<file path="config.mk">
export PLATFORM = sky130hd
export DESIGN_NAME = ball_state_tx_flat
export DESIGN_NICKNAME = d
export VERILOG_FILES = /design/src/rtl/ball_state_tx_if.sv /design/src/rtl/ball_state_tx.sv /design/src/flat_wrapper.sv
export SDC_FILE = /design/constraint.sdc
export NUM_CORES = 1
export LEC_CHECK = 0
export BUFFER_PORTS_ARGS = -buffer_cell sky130_fd_sc_hd__buf_2
export CORE_ASPECT_RATIO = 0.8
export CORE_MARGIN = 4
export CORE_UTILIZATION = 43
export DETAILED_ROUTE_END_ITERATION = 8
export REMOVE_ABC_BUFFERS = 1
export SYNTH_ARGS = -nofsm -noshare
export SYNTH_HDL_FRONTEND = slang
export SYNTH_SLANG_ARGS = --single-unit
</file>
<file path="constraint.sdc">
create_clock -name clock -period 4.19 [get_ports clock]
set_input_delay 0.838 -clock clock [delete_from_list [all_inputs] [get_ports clock]]
set_output_delay 0.838 -clock clock [all_outputs]
set_load 0.1 [all_outputs]
</file>
<file path="src/rtl/ball_state_tx_if.sv">
// Sample handshake bundle between the game server and the ball-state transmitter.
// Master offers an (x, y) sample; slave raises send_ready when it can take one.
interface ball_state_tx_if;
   logic        send_valid;
   logic        send_ready;
   logic [10:0] ball_x;
   logic [10:0] ball_y;

   modport master (output send_valid, output ball_x, output ball_y, input send_ready);
   modport slave  (input send_valid, input ball_x, input ball_y, output send_ready);
endinterface

</file>
<file path="src/rtl/ball_state_tx.sv">
// Serializes one (x, y) ball sample as a 6-byte UART frame: sync, x hi/lo, y hi/lo, checksum.
// Optional even-parity bit per byte when BALL_TX_PARITY_EN is defined.
//
// state    | meaning
// ---------+------------------------------------------------------
// S_IDLE   | line high, send_ready=1, waiting for a sample
// S_START  | driving the start bit (0) of the current byte
// S_DATA   | driving data bit bit_idx of the current byte, LSB first
// S_PARITY | driving the even-parity bit (parity builds only)
// S_STOP   | driving the stop bit (1); advances byte or ends frame
module ball_state_tx #(
   parameter int unsigned CLKS_PER_BIT = 434,
   parameter logic [7:0]  SYNC_BYTE    = 8'hA5
) (
   input  logic                 clock,
   input  logic                 reset,
   ball_state_tx_if.slave       s_if,
   output logic                 tx_serial,
   output logic                 busy,
   output logic [7:0]           frames_sent
);

   localparam int unsigned     CNT_W      = (CLKS_PER_BIT > 2) ? $clog2(CLKS_PER_BIT) : 1;
   localparam logic [CNT_W-1:0] CNT_RELOAD = CNT_W'(CLKS_PER_BIT - 1);

   typedef enum logic [2:0] {S_IDLE, S_START, S_DATA, S_PARITY, S_STOP} state_t;

   state_t           state_q, state_d;
   logic [2:0]       byte_idx_q, byte_idx_d;
   logic [2:0]       bit_idx_q, bit_idx_d;
   logic [CNT_W-1:0] cnt_q, cnt_d;
   logic [10:0]      x_q, x_d;
   logic [10:0]      y_q, y_d;
   logic [7:0]       csum_q, csum_d;
   logic [7:0]       frames_q, frames_d;
   logic             tx_q, tx_d;

   logic [7:0]       cur_byte;
   logic [7:0]       csum_new;
   logic [2:0]       bit_nxt;
   logic             bit_done;

   assign s_if.send_ready = (state_q == S_IDLE);
   assign busy            = (state_q != S_IDLE);
   assign tx_serial       = tx_q;
   assign frames_sent     = frames_q;

   assign bit_done = (cnt_q == '0);
   assign bit_nxt  = bit_idx_q + 3'd1;
   assign csum_new = {5'b0, s_if.ball_x[10:8]} + s_if.ball_x[7:0]
                   + {5'b0, s_if.ball_y[10:8]} + s_if.ball_y[7:0];

   always_comb begin
      cur_byte = csum_q;
      case (byte_idx_q)
         3'd0:    cur_byte = SYNC_BYTE;
         3'd1:    cur_byte = {5'b0, x_q[10:8]};
         3'd2:    cur_byte = x_q[7:0];
         3'd3:    cur_byte = {5'b0, y_q[10:8]};
         3'd4:    cur_byte = y_q[7:0];
         default: cur_byte = csum_q;
      endcase
   end

   // tx_d is computed from the next state so the line changes on the same edge as the state.
   always_comb begin
      state_d    = state_q;
      byte_idx_d = byte_idx_q;
      bit_idx_d  = bit_idx_q;
      cnt_d      = cnt_q;
      x_d        = x_q;
      y_d        = y_q;
      csum_d     = csum_q;
      frames_d   = frames_q;
      tx_d       = tx_q;

      if (state_q != S_IDLE) begin
         cnt_d = bit_done ? CNT_RELOAD : cnt_q - CNT_W'(1);
      end

      case (state_q)
         S_IDLE: begin
            tx_d = 1'b1;
            if (s_if.send_valid) begin
               x_d        = s_if.ball_x;
               y_d        = s_if.ball_y;
               csum_d     = csum_new;
               byte_idx_d = 3'd0;
               bit_idx_d  = 3'd0;
               cnt_d      = CNT_RELOAD;
               tx_d       = 1'b0;
               state_d    = S_START;
            end
         end
         S_START: begin
            if (bit_done) begin
               bit_idx_d = 3'd0;
               tx_d      = cur_byte[0];
               state_d   = S_DATA;
            end
         end
         S_DATA: begin
            if (bit_done) begin
               if (bit_idx_q == 3'd7) begin
`ifdef BALL_TX_PARITY_EN
                  tx_d    = ^cur_byte;
                  state_d = S_PARITY;
`else
                  tx_d    = 1'b1;
                  state_d = S_STOP;
`endif
               end else begin
                  bit_idx_d = bit_nxt;
                  tx_d      = cur_byte[bit_nxt];
               end
            end
         end
         S_PARITY: begin
            if (bit_done) begin
               tx_d    = 1'b1;
               state_d = S_STOP;
            end
         end
         S_STOP: begin
            if (bit_done) begin
               if (byte_idx_q == 3'd5) begin
                  frames_d = frames_q + 8'd1;
                  tx_d     = 1'b1;
                  state_d  = S_IDLE;
               end else begin
                  byte_idx_d = byte_idx_q + 3'd1;
                  tx_d       = 1'b0;
                  state_d    = S_START;
               end
            end
         end
         default: begin
            tx_d    = 1'b1;
            state_d = S_IDLE;
         end
      endcase
   end

   always_ff @(posedge clock or posedge reset) begin
      if (reset) begin
         state_q    <= S_IDLE;
         byte_idx_q <= 3'd0;
         bit_idx_q  <= 3'd0;
         cnt_q      <= '0;
         x_q        <= 11'd0;
         y_q        <= 11'd0;
         csum_q     <= 8'd0;
         frames_q   <= 8'd0;
         tx_q       <= 1'b1;
      end else begin
         state_q    <= state_d;
         byte_idx_q <= byte_idx_d;
         bit_idx_q  <= bit_idx_d;
         cnt_q      <= cnt_d;
         x_q        <= x_d;
         y_q        <= y_d;
         csum_q     <= csum_d;
         frames_q   <= frames_d;
         tx_q       <= tx_d;
      end
   end

endmodule

</file>
<file path="src/flat_wrapper.sv">
// flat-port wrapper written by rule: the top's interface ports become plain ports
module ball_state_tx_flat 
#(
   parameter int unsigned CLKS_PER_BIT = 434,
   parameter logic [7:0]  SYNC_BYTE    = 8'hA5
)
  (clock, reset, tx_serial, busy, frames_sent, s_if_send_valid, s_if_ball_x, s_if_ball_y, s_if_send_ready);
  ball_state_tx_if s_if_i ();
  input  logic clock;
  input  logic reset;
  output logic tx_serial;
  output logic busy;
  output logic [7:0] frames_sent;
  input wire logic [$bits(s_if_i.send_valid)-1:0] s_if_send_valid;
  input wire logic [$bits(s_if_i.ball_x)-1:0] s_if_ball_x;
  input wire logic [$bits(s_if_i.ball_y)-1:0] s_if_ball_y;
  output wire logic [$bits(s_if_i.send_ready)-1:0] s_if_send_ready;
  assign s_if_i.send_valid = s_if_send_valid;
  assign s_if_i.ball_x = s_if_ball_x;
  assign s_if_i.ball_y = s_if_ball_y;
  assign s_if_send_ready = s_if_i.send_ready;
  ball_state_tx #(.CLKS_PER_BIT(CLKS_PER_BIT), .SYNC_BYTE(SYNC_BYTE)) u_core (.clock(clock), .reset(reset), .s_if(s_if_i), .tx_serial(tx_serial), .busy(busy), .frames_sent(frames_sent));
endmodule
</file>
==> summary.md <==
| Metric | Value |
|---|---|
| Register bit total from synthesis | `57` |
| Die X | `between 100 and 150 um` |
| Simple-Gate Fraction of Synth Area | `0.177` |
| Clock buffer depth | `2` |
| Worst r2r path cells | `7` |
| Largest family of logic cells by synthesized area | `simple AND/OR/NAND/NOR gates` |
| Worst-margin pin slew | `roughly 0.72 ns` |
| Hold EP | `u_core.frames_sent[7]` |
| Syn Inst Count | `roughly 370` |
| Critical path endpoint category | `flip-flop` |
| Post-layout util | `0.515` |
| CP Cell Sequence | `buf_2, inv_1, fa_1, fa_1, inv_1, ha_1, inv_1, fa_1, inv_1, a21oi_1, o21bai_1, a31oi_1, xnor2_1, o21ai_0` |
| Compound-gate portion of the synthesized area | `0.162` |
| Initial Util | `0.451` |
| Slowest CP cell | `fa_1` |
| Nets@finish | `456` |
| Synth Area in XOR/XNOR | `0.0387` |
| DRC viols | `0` |
| Mean Syn Cell Area | `9.26 um2` |
| Drt first pass iters | `4` |
| Max-Cap Viols | `0` |
| Final ANT Viol Nets | `0` |
| Final setup violating endpoints | `0` |
| Setup slack, reg-to-reg | `1.63 ns` |
| Initial antenna violation count | `0` |
| Layout cells sized above 1 | `0.165` |
| Overall Global Routing Usage | `0.171` |
| Number of global-route vias before repair | `about 2,600` |
| Detailed Route WL | `7290 um` |
| Final GP Congestion | `0.772` |
| DR vias | `2,634` |
| Core area | `roughly 7500 um2` |
| Die H | `between 80 and 90 um` |
| Clk sink count | `57` |
| CTS root buf | `clkbuf_8` |
| # diodes | `0` |
| # rows | `28` |
| Dominant synthesized flop cell | `dfrtp_1` |
| Highest cell delay on the worst timing path | `0.56 ns` |
| Drt via density | `a little over 5` |
| Tot Pwr | `1930 uW` |
| Mapped Area | `around 3400 um2` |
| CTS tree | `done` |
| Reg2reg start | `u_core.cnt_q[0]` |
| Initial drt markers | `138` |
| CTS buffer count | `9` |
| Most frequent cells in the layout | `82 x nand2_1, 56 x dfrtp_1, 35 x buf_2, 31 x o21ai_0, 29 x inv_1` |
| Leakage power | `between 0.0015 and 0.002 uW` |
| Hold Vio Cnt, Final | `0` |
| HP Class | `flip-flop to flip-flop` |
| Most common cell after layout, fill and taps aside | `nand2_1` |
| Critical Path AT | `~3.4 ns` |
| Resized cells post-CTS | `0` |
| Fmax | `between 300 and 400 MHz` |
| Relative slew margins | `0.521` |
| Cells after DPL | `roughly 500` |
| Post-synthesis mux area share | `0.0191` |
| Top cell type's share of synthesized area | `0.412` |
| Setup TNS | `0 ns` |
| Port bufs | `35` |
| Boundary Pins | `36` |
| Yosys cell types | `55` |
| YS warnings | `0` |
| VDD IR max | `around 0.19 mV` |
| RSZ-0062 raised after global routing | `false` |
| Insertion delay to the later sink of the worst-skew pair | `about 0.34 ns` |
| DP HPWL | `approximately 5300 um` |
| CP dominant cell by count | `inv_1` |
| Hold path depth | `1` |
| Hold_ws | `roughly 0.46 ns` |
| Routed WL per cell | `around 14 um` |
| Power density cells | `~500 nW/um2` |
| Post-CTS Setup Repair Bufs | `0` |
| Clock-pin slew on the worst setup and hold paths | `around 0.080 ns` |
| Post-synth ARST share | `1.00` |
| CTS H-tree lvls | `3` |
| Final non-filler cell total | `511` |
| CP Launch Type | `primary input` |
| Die area | `~9400 um2` |
| Largest net degree at the start of global routing | `43` |
| Crit Path Max Fanout | `2` |
| Seq/Total Area, Yosys | `0.420` |
| First-pass GRT wire length | `~12,000 um` |
| Worst-case clock skew | `0.0104 ns` |
| EDFF count, synth | `0` |
| Crit Reg-Reg Endpoint | `u_core.byte_idx_q[2]` |
| Adder and majority gate portion of the synthesized area | `0.124` |
| Hold Path Origin | `u_core.frames_sent[7]` |
| Gr ovfl total | `0` |
| Main area contributors after synthesis | `dfrtp_1 41%, nand2_1 9.1%, ha_1 8.8%, o21ai_0 4.6%, fa_1 3.5%` |
| Final min period | `~3.1 ns` |
| Synthesis-to-finish area growth | `14.1%` |
| Area leader, netlist | `dfrtp_1` |
| # hold bufs at CTS | `0` |
| Worst EP required | `~4.5 ns` |
| Outcome | `completed` |
| Crit Path Category | `primary input to flip-flop` |
| Final period util | `0.751` |
| Max Slew Vio Count | `0` |
-- final cells by class --
| class | instances | area (um2) |
|---|---|---|
| Multi-Input combinational cell | 266 | 1770 |
| Fill cell | 733 | 3650 |
| Timing Repair Buffer | 37 | 190 |
| Inverter | 30 | 113 |
| Tap cell | 105 | 131 |
| Clock inverter | 7 | 125 |
| Clock buffer | 9 | 124 |
| Sequential cell | 57 | 1430 |
-- Yosys cell counts, drive strengths merged (2+ instances only) --
cell type,count
xnor2,11
dfrtp,56
a22oi,2
a21oi,11
a22o,2
o21ai,32
mux2i,2
o21a,2
nand4,5
nand2,82
fa,6
a21boi,2
a31oi,4
a221oi,3
o21bai,3
a211oi,2
clkbuf,9
nor3,5
nand3,5
ha,24
and3,2
nor4,3
buf,3
xor2,4
nor2,13
inv,30
a21bo,2
a32oi,4
a21o,5
o31ai,2
nor2b,9
mux2,4
or3,2
-- stage by stage --
| stage | cell area (um2) | worst slack, ns |
|---|---|---|
| after global placement | 3630 | 0.753 |
| after CTS | 3880 | 1.05 |
| after global routing | 3880 | 0.873 |
| final | 3880 | 1.05 |
| after floorplan | 3310 | 0.573 |
| after detailed placement | 3630 | 0.687 |
-- critical path, delay by kind of cell --
kind            cells  cell delay [ns]
compound gates      4             0.55
fa+ha+maj           4             1.55
buf+inv             5             0.32
xor+xnor            1             0.14
-- metal layers --
metal,GRT usage,share of wire
met4,0.0378,0.0089
met3,0.0578,0.062
met5,0,0
met1,0.246,0.50
met2,0.253,0.43
-- state kept, by name, indices dropped and copies added, names as in the netlist --
register,cells
u_core.state_q,3
u_core.bit_idx_q,3
u_core.csum_q,8
u_core.byte_idx_q,3
u_core.cnt_q,9
u_core.y_q,11
u_core.frames_sent,8
u_core.tx_serial,1
u_core.x_q,11
-- how the worst max path moves through the flow --
stage                 startpoint                to  slack [ns]  cells past startpoint
4_1_cts           s_if_ball_y[1]  u_core.csum_q[7]        1.05                     14
5_1_grt           s_if_ball_y[1]  u_core.csum_q[7]        0.87                     14
3_3_place_gp      s_if_ball_y[1]  u_core.csum_q[7]        0.75                     14
6_report          s_if_ball_y[1]  u_core.csum_q[7]        1.05                     14
2_1_floorplan  u_core.state_q[0]  u_core.csum_q[4]        0.57                      6
3_5_place_dp      s_if_ball_y[1]  u_core.csum_q[7]        0.69                     14
-- power by group --
group | total [uW] | internal (uW) | switching, uW
Clock | 651 | 401 | 250
Sequential | 799 | 689 | 111
Combinational | 476 | 199 | 277
-- logic make-up (layout without fill, tap and decap cells) --
family / after synthesis / count (layout)
buffers and inverters: 44 / 83
DFF: 57 / 57
and+or+nand+nor: 131 / 131
xor gates and xnor gates: 15 / 15
muxes: 6 / 6
AOI/OAI and AO/OA: 84 / 84
adders and majority gates: 30 / 30
(Power assumes the default switching activity.)
